File: src/rtl/rename_pkg.sv
// Shared defaults and FSM state encoding for the rename allocation controller.
package rename_pkg;
  localparam int NCOMMIT_DEF  = 32;
  localparam int LNCOMMIT_DEF = 5;
  localparam int NALLOC_DEF   = 8;
  localparam int LNALLOC_DEF  = 4;

  typedef enum logic [1:0] {
    RUN     = 2'd0,
    RELOAD1 = 2'd1,
    RELOAD2 = 2'd2
  } alloc_state_t;
endpackage

File: src/rtl/rename_alloc_ptr.sv
// Modular ring-pointer add or distance (a+b or a-b, wrapping mod 2**W).
// Latency: combinational. Backpressure: none.
module rename_alloc_ptr #(
  parameter int W = 5
) (
  input  logic         sub,
  input  logic [W-1:0] a,
  input  logic [W-1:0] b,
  output logic [W-1:0] result
);
  assign result = sub ? (a - b) : (a + b);
endmodule

File: src/rtl/rename_alloc_ctrl.sv
// Commit-station allocator: grants rename slots all-or-nothing, tracks retire, rewinds on flush.
// Latency: grant/stall same clock, pointers next clock. Backpressure: alloc_stall when space short; 2-clock bubble after flush.
// Optional macro RENAME_ALLOC_STATS_EN adds saturating stall/reload cycle counters.
module rename_alloc_ctrl
  import rename_pkg::*;
#(
  parameter int NCOMMIT  = NCOMMIT_DEF,
  parameter int LNCOMMIT = LNCOMMIT_DEF,
  parameter int NALLOC   = NALLOC_DEF,
  parameter int LNALLOC  = LNALLOC_DEF
) (
  input  logic                clk,
  input  logic                reset,
  input  logic [LNALLOC-1:0]  alloc_req,
  input  logic [LNALLOC-1:0]  retire_count,
  input  logic                flush,
  input  logic [LNCOMMIT-1:0] flush_end,
  output logic [LNCOMMIT-1:0] next_start,
  output logic [LNALLOC-1:0]  alloc_grant,
  output logic [LNCOMMIT:0]   current_available,
  output logic                alloc_stall,
  output logic                rename_reloading,
`ifdef RENAME_ALLOC_STATS_EN
  output logic [31:0]         stat_stall_cycles,
  output logic [31:0]         stat_reload_cycles,
`endif
  output logic                empty,
  output logic                full
);
  localparam int CW = LNCOMMIT + 1;

  alloc_state_t        state_q, state_d;
  logic [LNCOMMIT-1:0] oldest_q, next_start_q;
  logic [LNCOMMIT-1:0] oldest_d, next_start_d;
  logic [CW-1:0]       in_use_q, in_use_d;
  logic [CW-1:0]       req_ext, retire_ext, retire_eff, grant_ext, flush_dist_ext;
  logic [LNCOMMIT-1:0] next_start_sum, oldest_sum, flush_dist;
  logic                grant_ok, req_legal;

  assign current_available = CW'(NCOMMIT) - in_use_q;
  assign next_start        = next_start_q;
  assign empty             = (in_use_q == '0);
  assign full              = (in_use_q == CW'(NCOMMIT));

  assign req_ext    = CW'(alloc_req);
  assign retire_ext = CW'(retire_count);
  assign retire_eff = (retire_ext < in_use_q) ? retire_ext : in_use_q;
  assign req_legal  = (req_ext <= CW'(NALLOC));

  // Availability deliberately uses the pre-retire count.
  assign grant_ok    = !reset && !flush && (state_q == RUN);
  assign alloc_grant = (grant_ok && req_legal && (req_ext <= current_available)) ? alloc_req : '0;
  assign alloc_stall = grant_ok && (req_ext > current_available);
  assign grant_ext   = CW'(alloc_grant);

  rename_alloc_ptr #(.W(LNCOMMIT)) u_next_ptr (
    .sub(1'b0), .a(next_start_q), .b(LNCOMMIT'(alloc_grant)), .result(next_start_sum)
  );
  // retire_eff can equal NCOMMIT; truncation is the correct modular step.
  rename_alloc_ptr #(.W(LNCOMMIT)) u_oldest_ptr (
    .sub(1'b0), .a(oldest_q), .b(retire_eff[LNCOMMIT-1:0]), .result(oldest_sum)
  );
  rename_alloc_ptr #(.W(LNCOMMIT)) u_flush_dist (
    .sub(1'b1), .a(flush_end), .b(oldest_q), .result(flush_dist)
  );
  assign flush_dist_ext = CW'(flush_dist);

  always_comb begin
    state_d          = state_q;
    rename_reloading = !reset && (state_q != RUN);
    next_start_d     = next_start_sum;
    oldest_d         = oldest_sum;
    in_use_d         = in_use_q + grant_ext - retire_eff;
    case (state_q)
      RELOAD1: state_d = RELOAD2;
      RELOAD2: state_d = RUN;
      default: state_d = RUN;
    endcase
    if (flush) begin
      state_d      = RELOAD1;
      next_start_d = flush_end;
      in_use_d     = (flush_dist_ext > retire_eff) ? (flush_dist_ext - retire_eff) : '0;
    end
  end

  always_ff @(posedge clk) begin
    if (reset) begin
      state_q      <= RUN;
      oldest_q     <= '0;
      next_start_q <= '0;
      in_use_q     <= '0;
    end else begin
      state_q      <= state_d;
      oldest_q     <= oldest_d;
      next_start_q <= next_start_d;
      in_use_q     <= in_use_d;
    end
  end

`ifdef RENAME_ALLOC_STATS_EN
  always_ff @(posedge clk) begin
    if (reset) begin
      stat_stall_cycles  <= '0;
      stat_reload_cycles <= '0;
    end else begin
      if (alloc_stall && (stat_stall_cycles != '1))
        stat_stall_cycles <= stat_stall_cycles + 32'd1;
      if (rename_reloading && (stat_reload_cycles != '1))
        stat_reload_cycles <= stat_reload_cycles + 32'd1;
    end
  end
`endif
endmodule

File: config.mk
export PLATFORM = sky130hd
export DESIGN_NAME = rename_alloc_ctrl
export DESIGN_NICKNAME = d
export VERILOG_FILES = /design/src/rtl/rename_pkg.sv /design/src/rtl/rename_alloc_ptr.sv /design/src/rtl/rename_alloc_ctrl.sv
export SDC_FILE = /design/constraint.sdc
export NUM_CORES = 1
export LEC_CHECK = 0
export ABC_CLOCK_PERIOD_IN_PS = 4400
export BUFFER_PORTS_ARGS = -buffer_cell sky130_fd_sc_hd__buf_2
export CAP_MARGIN = 40
export CORE_ASPECT_RATIO = 1.5
export CORE_MARGIN = 2
export CORE_UTILIZATION = 25
export DETAILED_ROUTE_END_ITERATION = 7
export PLACE_DENSITY = 0.42
export SYNTH_ARGS = -nofsm -noshare
export SYNTH_HDL_FRONTEND = slang
export SYNTH_SLANG_ARGS = --single-unit
File: constraint.sdc
create_clock -name clk -period 4.4 [get_ports clk]
set_input_delay 0.88 -clock clk [delete_from_list [all_inputs] [get_ports clk]]
set_output_delay 0.88 -clock clk [all_outputs]
set_load 0.01 [all_outputs]
==> After elaboration in Yosys (flattened, before gate mapping) <==
Cells that the tools add are included.
{ "totals": {"output_inout_bits": 19, "reg_bits": 18} }
{ "classes": {"reduce_logical": 12, "eq_ne": 2, "muxes": 7, "n_addsub": 7, "order_cmp": 5} }
{ "op_table": {"columns": ["op", "count"], "rows": [
  ["$mux 6", 3],
  ["$add 6x4->6", 1],
  ["$eq 6x6->1 const B", 1],
  ["$gt 4x6->1", 1],
  ["$gt 5x6->1", 1],
  ["$le 4x6->1", 1],
  ["$logic_and 1x1->1", 6],
  ["$logic_not 6->1", 1],
  ["$lt 4x6->1", 1],
  ["$sub 5x6->6", 1],
  ["$sub 6x6->6", 1],
  ["$sub 6x6->6 const A", 1],
  ["$add 5x4->5", 1],
  ["$add 5x5->5", 1],
  ["$mux 5", 1],
  ["$sub 5x5->5", 1],
  ["$le 4x4->1 const B", 1],
  ["$mux 4", 1],
  ["$eq 2x1->1 const B", 1],
  ["$logic_not 1->1", 2],
  ["$logic_not 2->1", 1],
  ["$mux 2", 1],
  ["$reduce_bool 2->1", 1],
  ["$reduce_or 2->1", 1],
  ["$mux 1", 1]
]} }

==> Depth between registers and ports, before layout <==
{ "logic_depth": {"word_depth": 9, "depth_mapped": 17, "mapped_depth_nobuf": 17} }

==> Hierarchy <==
Synthesis repeated with hierarchy kept, for this count alone.
{ "hier_totals": {"hier_cells": 257, "hier_area_um2": 2195.9} }
{ "modules_own_cells": {"columns": ["module", "area_each_um2", "instances", "cells_each", "seq_area_each_um2"], "rows": [
  ["rename_alloc_ctrl", 1505.2, 1, 173, 360.3],
  ["rename_alloc_ptr", 230.2, 3, 28, 0.0]
]} }

==> Least setup slack after synthesis <==
No wires, ideal clock.
{ "synth_timing": {"path_type": "input-to-reg", "start": "in flush", "end": "reg in_use_q[5]", "setup_ns": 0.127, "n_path_buf": 2, "path_stages": 14, "path_slack_ns": 0.553, "arrival_ns": 3.720, "required_ns": 4.273, "path_cell_list": "buf_2 > or2_2 > clkbuf_2 > or3_4 > nor3b_1 > nand2_1 > fa_1 > inv_1 > ha_1 > a211oi_1 > o21bai_1 > a21oi_1 > xnor2_1 > o32ai_2"} }
{ "synth_via": {"elab_chain_cells": 9} }
{ "synth_rtl": {"columns": ["element", "line_no", "rtl"], "rows": [
  ["start: declaration", "rename_alloc_ctrl.sv:16", "input logic flush,"],
  ["$logic_not 1->1", "rename_alloc_ctrl.sv:51", "assign grant_ok = !reset && !flush && (state_q == RUN);"],
  ["$logic_and 1x1->1 (2 in series)", "rename_alloc_ctrl.sv:51", null],
  ["$logic_and 1x1->1 (2 in series)", "rename_alloc_ctrl.sv:52", "assign alloc_grant = (grant_ok && req_legal && (req_ext <= current_available)) ? alloc_req : '0;"],
  ["$mux 4", "rename_alloc_ctrl.sv:52", null],
  ["$add 6x4->6", "rename_alloc_ctrl.sv:73", "in_use_d = in_use_q + grant_ext - retire_eff;"],
  ["$sub 6x6->6", "rename_alloc_ctrl.sv:73", null],
  ["$mux 6 *", "rename_alloc_ctrl.sv:79", "if (flush) begin"],
  ["end signal: assignment", "rename_alloc_ctrl.sv:96", "in_use_q <= in_use_d;"],
  ["end: declaration", "rename_alloc_ctrl.sv:35", "logic [CW-1:0] in_use_q, in_use_d;"]
]} }
Every way passes the cells marked *; elsewhere a longest branch is shown, timed or not.
A chain may end at the register's enable or synchronous reset.

==> Worst setup path in the final report <==
{ "layout_timing": {"start": "reg in_use_q[0]", "end": "reg in_use_q[5]"} }
{ "layout_via": {"elab_chain_cells": 7} }
{ "layout_rtl": {"columns": ["element", "line_no", "rtl"], "rows": [
  ["$sub 6x6->6", "rename_alloc_ctrl.sv:40", "assign current_available = CW'(NCOMMIT) - in_use_q;"],
  ["$le 4x6->1", "rename_alloc_ctrl.sv:52", null],
  ["$logic_and 1x1->1", "rename_alloc_ctrl.sv:52", null],
  ["$mux 4", "rename_alloc_ctrl.sv:52", null],
  ["$add 6x4->6", "rename_alloc_ctrl.sv:73", null],
  ["$sub 6x6->6", "rename_alloc_ctrl.sv:73", null],
  ["$mux 6 *", "rename_alloc_ctrl.sv:79", null]
]} }
Marks and branches as above.

==> out/qor.yml <==
grt_pass1_wl_um: 7790
vias: 1530
pin_count: 35
final_common_cell: "buf_2"
ys_seq_elements: 18
crit_fanout: 8
fillers: 812
grt.busiest_layer: "met2"
async_reset_ff_share_pct: 0
p_per_area_mw_per_mm2: 725
grt_pass1_vias: 1629
cts_buffers: 3
drt_iter0_drc: 46
clk_latency_ns: 0.26
drive_above_1_share_pct: 19.7
grtUsageMet2_pct: 23.9
yosysSeqAreaShare_pct: 19.1
cts_root_buf: "clkbuf_8"
grt_antenna_before_repair: 0
hold_end: "state_q[1]"
hold_buffers: 0
hold_class: "flop to flop"
cts.sinks: 18
setup.worst_path.end_class: "flop"
firstDrtPassIters: 4
start_util_pct: 25.9
post-route-period-util_pct: 87.8
diodes: 0
ir_drop_mv: 0.270
grt_use_total_pct: 12.6
die_y_um: 110
cts_resized: 0
grt_use_met3_pct: 1.27
cp.arrival_ns: 4.01
post_drt_wl_per_cell_um: 13.6
crit_path_start_kind: "flop"
fin_area_mm2: 0.00222
areaGrowthSynthToFinish_pct: 17.8
ant_nets: 0
required_ns: 4.55
post_dp_cell_area_mm2: 0.00217
dp.final_hpwl_um: 4160
finalClockSkew_ns: 0.00542
r2r-start: "in_use_q[0]"
totalWireLength_um: 4760
clock_path_buffers: 2
setup_viol: 0
syn_area_mm2: 0.00189
cts_tree: "yes"
crit_slowest_cell: "fa_1"
p_leak_nw: 1.09
max_freq_mhz: 259
synthFlopType: "dfxtp_1"
rows: 38
postCtsSetupRepairBufs: 0
syn-num-nets: 271
grt_overflow: 0
core_area_mm2: 0.00727
ys_warn_count: 0
synth_edf_count: 0
rrSetupSlack_ns: 0.54
worst_slew_pin_slew_ns: 0.486
min_path_cells: 1
slew_viol_final: 0
synth_cells: 214
relSlewSlack_pct: 67.6
clk_pin_slew_ns: 0.08
hold-worst-slack_ns: 0.446
grt_start_max_net_pins: 13
cpPeakStageDelay_ns: 0.51
reg2reg_to: "in_use_q[5]"
reg2reg_depth: 17
vias_per_cell: 4.38
min_period_ns: 3.86
die_area_mm2: 0.00827
outcome: "finished clean"
path_cells: "inv_1, ha_1, inv_1, ha_1, nor2b_1, o21a_1, o21ai_0, a211o_1, nand2_1, fa_1, inv_1, ha_1, a211oi_1, o21bai_1, a21oi_1, xnor2_1, o32ai_2"
fin_tns_setup_ns: 0
total_power_w: 0.00161
min_from: "state_q[1]"
syn_avg_cell_area_um2: 8.81
grt_setup_unrepaired: "no"
gp_congestion: 0.824
die_w_um: 74.9
ys_types: 39
path_class: "flop to flop"
layout_common_cells: "buf_2 (34), ha_1 (33), inv_1 (32), dfxtp_1 (18), xnor2_1 (13)"
grtUsageMet1_pct: 14.1
port_buffers: 34
nets: 307
htreeDepth: 1
max-cap-violations: 0
drcViolationCount: 0
finalHoldViolations: 0
-- final cells by class --
| cell class | count | area [µm²] | share of cell area (%) |
|---|---|---|---|
| multi-input combinational | 160 | 1380 | 62.3 |
| sequential | 18 | 360 | 16.2 |
| timing repair buffer | 35 | 178 | 8.00 |
| tap | 100 | 125 | 5.63 |
| inverter | 32 | 120 | 5.41 |
| clock buffer | 4 | 55.1 | 2.48 |
-- kinds of logic after synthesis --
kind of cell | count (synthesis) | share of synthesized area, %
compound gates | 46 | 17.1
xor+xnor | 19 | 8.83
mux | 6 | 3.45
flops | 18 | 19.1
buf+inv | 36 | 7.50
simple gates | 48 | 13.6
fa+ha+maj | 41 | 30.4
-- where the power goes --
group          switching, W  leakage, nW  total, W  internal, W
Sequential        0.0000440        0.149  0.000253     0.000209
Clock             0.0000644       0.0288  0.000144    0.0000796
Combinational      0.000654        0.916   0.00121     0.000559
-- synthesized netlist by cell type, types with 2 or more instances --
library cell,count,share of area (%)
nand2_1,9,1.8
nor3b_1,4,1.6
mux2i_1,2,1.1
mux2_2,4,2.4
a21oi_1,10,2.7
nor2b_1,6,2.0
or3_1,2,0.66
fa_1,8,8.5
dfxtp_1,18,19
o21ai_0,12,3.2
o22ai_1,3,1.0
and2_1,5,1.7
xor2_1,6,2.8
ha_1,33,22
xnor2_1,13,6.0
nor2_1,12,2.4
a21o_1,9,3.6
nor3_1,2,0.53
inv_1,32,6.4
nand2b_1,2,0.66
o21a_1,3,1.2
a211oi_1,2,0.80
-- flip-flops by register name (all words and copies together) (netlist names) --
register,count
next_start,5
in_use_q,6
state_q,2
oldest_q,5
-- critical path, delay by kind of cell, from the launching register on --
| family | cells | cell delay [ns] |
|---|---|---|
| AO/OA/AOI/OAI | 7 | 1.30 |
| XOR/XNOR | 1 | 0.17 |
| adder cells (fa/ha/maj) | 4 | 1.39 |
| buffers and inverters | 3 | 0.21 |
| flip-flops | 1 | 0.43 |
| AND/OR/NAND/NOR | 2 | 0.24 |
-- routing by layer --
| metal | up-vias | wire length, µm |
|---|---|---|
| met2 | 22 | 2560 |
| met4 | 0 | 106 |
| li1 | 796 | - |
| met5 | - | 0 |
| met3 | 6 | 115 |
| met1 | 706 | 1980 |
-- worst max-delay path by stage --
| stage | startpoint | endpoint | slack, ns | cells after the start |
|---|---|---|---|---|
| 2_1_floorplan | flush | in_use_q[5] | 0.55 | 14 |
| 6_report | in_use_q[0] | in_use_q[5] | 0.54 | 17 |
| 5_1_grt | in_use_q[0] | in_use_q[5] | 0.19 | 17 |
| 3_3_place_gp | reset | in_use_q[5] | 0.34 | 13 |
| 3_5_place_dp | reset | in_use_q[5] | 0.25 | 13 |
| 4_1_cts | in_use_q[0] | in_use_q[5] | 0.45 | 17 |
-- stage by stage --
step,utilization (%),setup slack (ns),cells
finish,30.5,0.539,349
global route,30.5,0.188,349
CTS,30.5,0.449,349
detailed placement,29.8,0.247,345
global placement,29.8,0.336,345
floorplan,-,0.553,214
No activity file was read; power rests on OpenSTA's default activity.
